[src/rtl/threshold_loader.sv]
// threshold_loader: parses 5-byte command frames (HEADER, CMD, HI, LO, CHK)
// from the UART receiver and holds the 11-bit open/close thresholds used by the
// encoder-window comparator. Thresholds change only on a frame whose checksum
// matches. Malformed, stalled or bad-checksum frames pulse frame_err.
// Optional feature macro: THRESH_ACK_EN adds an ACK/NAK byte port towards the
// UART transmitter (tx_data/tx_valid/tx_ready).
module threshold_loader #(
  parameter logic [7:0]  HEADER         = 8'hA5,
  parameter int unsigned TIMEOUT_CYCLES = 50000,
  parameter logic [10:0] OPEN_RST       = 11'd1500,
  parameter logic [10:0] CLOSE_RST      = 11'd500
) (
  input  logic        clk,
  input  logic        rst_n,
  input  logic [7:0]  rx_data,
  input  logic        rx_valid,
  output logic [10:0] open,
  output logic [10:0] close,
  output logic        update,
  output logic        frame_err
`ifdef THRESH_ACK_EN
  ,
  output logic [7:0]  tx_data,
  output logic        tx_valid,
  input  logic        tx_ready
`endif
);

  localparam int               CNT_W     = $clog2(TIMEOUT_CYCLES + 1);
  localparam logic [CNT_W-1:0] CNT_LIMIT = CNT_W'(TIMEOUT_CYCLES - 1);
  localparam logic [CNT_W-1:0] CNT_ONE   = CNT_W'(1);
  localparam logic [7:0]       CMD_OPEN  = 8'h01;
  localparam logic [7:0]       CMD_CLOSE = 8'h02;

  typedef enum logic [2:0] {
    S_IDLE,
    S_CMD,
    S_HI,
    S_LO,
    S_CHK
  } state_t;

  state_t           state_q, state_d;
  logic [CNT_W-1:0] cnt_q, cnt_d;
  logic [7:0]       cmd_q, cmd_d;
  logic [7:0]       hi_q, hi_d;
  logic [7:0]       lo_q, lo_d;
  logic [10:0]      open_q, open_d;
  logic [10:0]      close_q, close_d;
  logic             update_q, frame_err_q;
  logic             good;   // frame accepted this cycle
  logic             bad;    // frame rejected (format, checksum or timeout)

  // Next-state, field capture, threshold load and inter-byte timeout.
  always_comb begin
    state_d = state_q;
    cnt_d   = cnt_q;
    cmd_d   = cmd_q;
    hi_d    = hi_q;
    lo_d    = lo_q;
    open_d  = open_q;
    close_d = close_q;
    good    = 1'b0;
    bad     = 1'b0;

    if (state_q == S_IDLE) begin
      // Counter parks at zero; non-header bytes are dropped without complaint.
      cnt_d = '0;
      if (rx_valid && (rx_data == HEADER)) begin
        state_d = S_CMD;
      end
    end else if (rx_valid) begin
      // A byte always beats a timeout landing in the same cycle.
      cnt_d = '0;
      case (state_q)
        S_CMD: begin
          if ((rx_data == CMD_OPEN) || (rx_data == CMD_CLOSE)) begin
            cmd_d   = rx_data;
            state_d = S_HI;
          end else begin
            bad     = 1'b1;
            state_d = S_IDLE;
          end
        end
        S_HI: begin
          if (rx_data[7:3] != 5'd0) begin
            bad     = 1'b1;
            state_d = S_IDLE;
          end else begin
            hi_d    = rx_data;
            state_d = S_LO;
          end
        end
        S_LO: begin
          lo_d    = rx_data;
          state_d = S_CHK;
        end
        S_CHK: begin
          state_d = S_IDLE;
          if (rx_data == (cmd_q ^ hi_q ^ lo_q)) begin
            good = 1'b1;
            if (cmd_q == CMD_OPEN) begin
              open_d = {hi_q[2:0], lo_q};
            end else begin
              close_d = {hi_q[2:0], lo_q};
            end
          end else begin
            bad = 1'b1;
          end
        end
        default: begin
          state_d = S_IDLE;
        end
      endcase
    end else if (cnt_q == CNT_LIMIT) begin
      // Stalled mid-frame: abandon it.
      bad     = 1'b1;
      state_d = S_IDLE;
      cnt_d   = '0;
    end else begin
      cnt_d = cnt_q + CNT_ONE;
    end
  end

  // Control state, thresholds and result pulses.
  always_ff @(posedge clk or negedge rst_n) begin
    if (!rst_n) begin
      state_q     <= S_IDLE;
      cnt_q       <= '0;
      open_q      <= OPEN_RST;
      close_q     <= CLOSE_RST;
      update_q    <= 1'b0;
      frame_err_q <= 1'b0;
    end else begin
      state_q     <= state_d;
      cnt_q       <= cnt_d;
      open_q      <= open_d;
      close_q     <= close_d;
      update_q    <= good;
      frame_err_q <= bad;
    end
  end

  // Frame field holding registers; always written before they are read.
  always_ff @(posedge clk) begin
    cmd_q <= cmd_d;
    hi_q  <= hi_d;
    lo_q  <= lo_d;
  end

  assign open      = open_q;
  assign close     = close_q;
  assign update    = update_q;
  assign frame_err = frame_err_q;

`ifdef THRESH_ACK_EN
  localparam logic [7:0] ACK = 8'h06;
  localparam logic [7:0] NAK = 8'h15;

  logic [7:0] tx_data_q;
  logic       tx_valid_q;

  // Ack byte: a new result overwrites any pending one; handshake clears valid.
  always_ff @(posedge clk or negedge rst_n) begin
    if (!rst_n) begin
      tx_data_q  <= 8'h00;
      tx_valid_q <= 1'b0;
    end else if (good || bad) begin
      tx_data_q  <= good ? ACK : NAK;
      tx_valid_q <= 1'b1;
    end else if (tx_valid_q && tx_ready) begin
      tx_valid_q <= 1'b0;
    end
  end

  assign tx_data  = tx_data_q;
  assign tx_valid = tx_valid_q;
`endif

endmodule

[config.mk]
export PLATFORM = sky130hd
export DESIGN_NAME = threshold_loader
export DESIGN_NICKNAME = d
export VERILOG_FILES = /design/src/rtl/threshold_loader.sv
export SDC_FILE = /design/constraint.sdc
export NUM_CORES = 1
export LEC_CHECK = 0
export ABC_CLOCK_PERIOD_IN_PS = 3300
export BUFFER_PORTS_ARGS = -buffer_cell sky130_fd_sc_hd__buf_2
export CAP_MARGIN = 40
export CORE_MARGIN = 3
export CORE_UTILIZATION = 40
export CTS_CLUSTER_SIZE = 12
export DETAILED_ROUTE_END_ITERATION = 12
export GPL_TIMING_DRIVEN = 0
export SLEW_MARGIN = 30
export SYNTH_ARGS = -nofsm -noshare
export SYNTH_HDL_FRONTEND = slang
export SYNTH_SLANG_ARGS = --single-unit
export TNS_END_PERCENT = 10
[constraint.sdc]
create_clock -name clk -period 3.3 [get_ports clk]
set_input_delay 0 -clock clk [delete_from_list [all_inputs] [get_ports clk]]
set_output_delay 0 -clock clk [all_outputs]
set_load 0.01 [all_outputs]
Word-level counts from Yosys, hierarchy flattened. Index checks and enable logic that the tools add are counted. W data, S select, Z words.

Reductions and logical operators: 11. $add $sub $neg: 1. Mux-type cells: 21. Bitwise gates (word level): 5. Equal/unequal tests: 11.

Operator list (count): $mux W16 (3); $add A16 B1 Y16 const B (1); $eq A16 B16 Y1 const B (1); $eq A8 B1 Y1 const B (2); $xor A8 B8 Y8 (2); $mux W3 (4); $mux W1 (10); $reduce_and A5 Y1 (2); $pmux W3 S3 (1); $eq A8 B2 Y1 const B (1); $eq A8 B8 Y1 (1); $eq A8 B8 Y1 const B (1); $reduce_and A4 Y1 (2); $eq A3 B2 Y1 const B (2); $reduce_bool A5 Y1 (1); $mux W2 (2); $eq A3 B1 Y1 const B (1); $eq A3 B3 Y1 const B (1); $logic_not A3 Y1 (1); $not A1 Y1 (3); $pmux W1 S3 (1); $reduce_and A3 Y1 (1); $reduce_bool A3 Y1 (1); $ne A2 B1 Y1 const B (1); other kinds (3) (3).

Word-level logic and storage cells: 58. Output and inout bits: 24. Bits in registers: 67. Bits of input ports: 11.

Depth between registers and ports, before layout.
Depth in word-level cells: 7. Mapped depth: 8. Gate-level depth less buffers: 7.

Least setup slack after synthesis. No wires, ideal clock.

Kind: in2reg. From: input port rx_data[3]. To: register cmd_q[0] (enable). Stages: 4. Data arrival time: 1.777 ns. Library setup time: 0.398 ns. Slack: 1.125 ns. Data required time: 2.902 ns. Buffers on the path: 0. Cell sequence: or3_1 nor3_1 nand2_1 nor4bb_1.

Word-level cells in the longest chain between the ends: 3. Elaborated cells between the ends (all ways): 4. Those cells by class: eq/ne: 2; reduce/logical: 2.

Ends and longest elaborated chain: start: declaration (line 15) `input logic [7:0] rx_data,`; $eq A8 B1 Y1 / $eq A8 B2 Y1 (equally long branches) (line 77) `if ((rx_data == CMD_OPEN) || (rx_data == CMD_CLOSE)) begin`; $logic_or A1 B1 Y1 * (line 77); $reduce_and A4 Y1 (no source line) *; end signal: assignment (line 146) `cmd_q <= cmd_d;`; end: declaration (line 45) `logic [7:0] cmd_q, cmd_d;`.

Every way passes the cells marked *; elsewhere a longest branch is shown, timed or not. A chain may end at the register's enable or synchronous reset.

Worst setup path after layout.
From: register cnt_q[0]. To: register cnt_q[14].

Word-level cells in the longest chain between the ends: 4. Elaborated cells between the ends (all ways): 5. Those cells by class: add/sub: 1; eq/ne: 1; mux: 3.

Ends and longest elaborated chain: start: declaration (line 44) `logic [CNT_W-1:0] cnt_q, cnt_d;`; start signal: assignment (line 136) `cnt_q <= cnt_d;`; $add A16 B1 Y16 / $eq A16 B16 Y1 (equally long branches) (line 121, 115); $mux W16 * (line 115) `end else if (cnt_q == CNT_LIMIT) begin`; $mux W16 * (line 72) `end else if (rx_valid) begin`; $mux W16 * (line 66) `if (state_q == S_IDLE) begin`; via cnt_d[14] (line 44).

The timed path passes the listed nets; every way through them passes the cells marked *.

==> impl_metrics.yaml <==
run_status:
  outcome: "complete, no violations"
place:
  post-place-cells: 347
  finalWeightedCongestion: 0.795
  dp_worst_setup_slack_ps: 797
  port_buffers: 34
  place.detailed.hpwl_microns: 3500
  placed_cell_area_sq_mm: 0.00322
power_and_ir_drop:
  totalPowerFinal_mw: 1.70
  cellPowerDensity_mw_per_mm2: 479
  static_power_due_to_leakage_nw: 1.50
  worst_ir_drop_vdd_uv: 278
timing:
  finalMaxSlewViolations: 0
  final-hold-violation-count: 0
  worst_slew_pin_tran_ps: 744
  final.setup.worst_slack_ps: 856
  slew_headroom_pct: 50.2
  achievable-frequency_mhz: 409
  final_min_period_over_clock_period_pct: 74.0
  setup_tns_ps: 0
  finalSetupViolCount: 0
  unrepaired_setup_endpoints_after_global_routing: "no"
  fin_hold_ws_ps: 186
  finClkSkew_ps: 12.9
  period_needed_ps: 2440
worst_hold_path:
  min_path_type: "primary input to asynchronous set/reset pin"
clocking:
  clock_latency_ps: 340
  post_cts_sizing_count: 0
  cts_made_buffers: 9
  clkSinkCount: 67
  cts_hold_buffers: 10
  cts_tree: "built"
  h_tree_levels: 3
  cts-root-to-sink-buffers: 2
  cts.clk_slew.worst_paths_ps: 80
  cts.root.buffer_cell: "clkbuf_8"
  post_cts_buffers: 0
routing:
  antenna_violating_nets_post_route: 0
  drt_pass1_iterations: 4
  viasPerCell: 4.71
  post-route-drc-count: 0
  initialDrtViolationCount: 82
  drt-wirelength-per-cell_microns: 13.8
  wl_microns: 5130
  total_number_of_vias: 1755
logic_synthesis:
  synthFlopType: "dfrtp_1"
  yosys_register_bits: 67
  yosys.area.top_type: "dfrtp_1"
  ys_async_sr_fraction_pct: 64.2
  syn-cell-area_sq_mm: 0.00291
  synth_enable_flop_cells: 24
  yosys_warnings: 0
  post_synth_inst_count: 217
  yosysSeqAreaShare_pct: 62.3
  synth.top_cells.by_area: "dfrtp_1, edfxtp_1, dfstp_2, xnor2_1, xor2_1"
  synthDistinctLibCells: 36
  post-synth-top-area-fraction_pct: 25.8
  mappedNetlistNets: 229
  syn_avg_cell_area_sq_um: 13.4
cells_and_area:
  instances_no_fill: 373
  final-seq-area_sq_mm: 0.00181
  final_layout_size_suffix_gt1_share_pct: 32.1
  n_antenna_cell: 0
  final_core_util_pct: 51.4
  finish.instance_area_sq_mm: 0.00355
  final_nets: 284
  nFillCells: 644
  syn2layout_area_growth_pct: 22.1
  area_of_combinational_cells_with_multiple_inputs_sq_mm: 0.00107
grt:
  first_pass_grt_wire_length_microns: 8790
  grt_antenna_before_repair: 0
  first_global_vias: 1818
  overflow_left_after_global_routing: 0
  grt_util_all_layers_pct: 13.7
  pin_count_of_the_biggest_net_entering_global_routing: 44
floorplan:
  core-area_sq_mm: 0.00691
  std_cell_rows: 30
  dieArea_sq_mm: 0.00833
  fp.dieW_microns: 91.3
  top_level_ports: 35
  initial_core_utilization_pct: 42.1
  die-height_microns: 91.3
critical_path:
  end_kind: "flip-flop"
  crit_required_ps: 3510
  setup.worst_path.class: "flip-flop to flip-flop"
  critical_path_arrival_ps: 2650
  critPathLaunchType: "flip-flop"
  worst_path_max_fanout: 10
run:
  drv.max_cap_violation_count: 0
[cell type report]
| type | instances | share of cell area [%] |
|---|---|---|
| sequential | 67 | 51.1 |
| multi-input combinational | 141 | 30.0 |
| timing repair buffer | 44 | 7.68 |
| clock buffer | 11 | 4.30 |
| tap | 96 | 3.38 |
| clock inverter | 5 | 2.33 |
| buffer | 6 | 0.916 |
| inverter | 3 | 0.317 |
[worst max-delay path, cell delays in order, from the launching register on]
cell      delay, ps
dfrtp_1         390
ha_1            200
nand3_1         210
or4_1           450
nor3_1          240
nand2b_1        140
buf_2           200
clkbuf_1        380
nor2_1          100
[path summary, 6_finish.rpt]
check	start	end	slack, ps	cells after the start
min in group clk	rx_valid	cnt_q[2]	410	3
max in group asynchronous	rst_n	open[4]	2730	2
max reg2reg	cnt_q[0]	cnt_q[14]	860	8
max	cnt_q[0]	cnt_q[14]	860	8
min reg2reg	cnt_q[0]	cnt_q[0]	490	1
min	rst_n	close[9]	190	2
[report_power, final]
group	total [mW]	leakage, nW	switching [mW]	internal, mW
clock network	0.790	0.119	0.316	0.474
registers	0.863	0.769	0.0000717	0.863
logic	0.0493	0.609	0.0276	0.0216
total	1.70	1.50	0.344	1.36
[layout by cell type (no fill, tap or decap), drive strengths merged, types with 2 or more instances in the layout]
cell	synthesis	layout
and3	2	2
buf	3	37
bufinv	0	2
clkbuf	3	14
clkinv	0	2
dfrtp	30	30
dfstp	13	13
dlygate4sd3	0	10
edfxtp	24	24
inv	3	4
mux2	22	22
nand2	12	12
nand2b	2	2
nand3	9	9
nand4	3	3
nor2	22	22
nor3	8	8
nor4	4	4
o21ai	2	2
xnor2	21	21
xor2	18	18
[layer usage]
metal / vias up / GRT usage (%) / routed length (microns)
met5: - / 0 / 0
li1: 863 / - / -
met4: 0 / 4.15 / 63
met3: 6 / 5.30 / 194
met1: 859 / 16.4 / 2380
met2: 27 / 22.7 / 2490
[sequential cells by signal (all words and copies together) (netlist names), 3 cells and up]
name and count:
open 11, cmd_q 8, hi_q 8, state_q 3, lo_q 8, close 11
cnt_q 16
[cells by family (layout without fill, tap and decap cells)]
kind of cell	Yosys count	in the layout	synth area share (%)
AND/OR/NAND/NOR	71	71	12.2
flip-flops	67	67	62.3
XOR/XNOR	39	39	11.7
multiplexers	23	23	10.2
buffers and inverters	9	69	1.51
AO/OA/AOI/OAI	7	7	1.59
adder cells (fa/ha/maj)	1	1	0.430
[Yosys cell counts, types with 3 or more instances]
master	instances
clkbuf_1	3
dfrtp_1	30
dfstp_2	13
edfxtp_1	24
inv_1	3
mux2_2	12
mux2_4	10
nand2_1	12
nand3_1	9
nand4_1	3
nor2_1	22
nor3_1	8
nor4_1	4
xnor2_1	21
xor2_1	18
(Power assumes the default switching activity.)
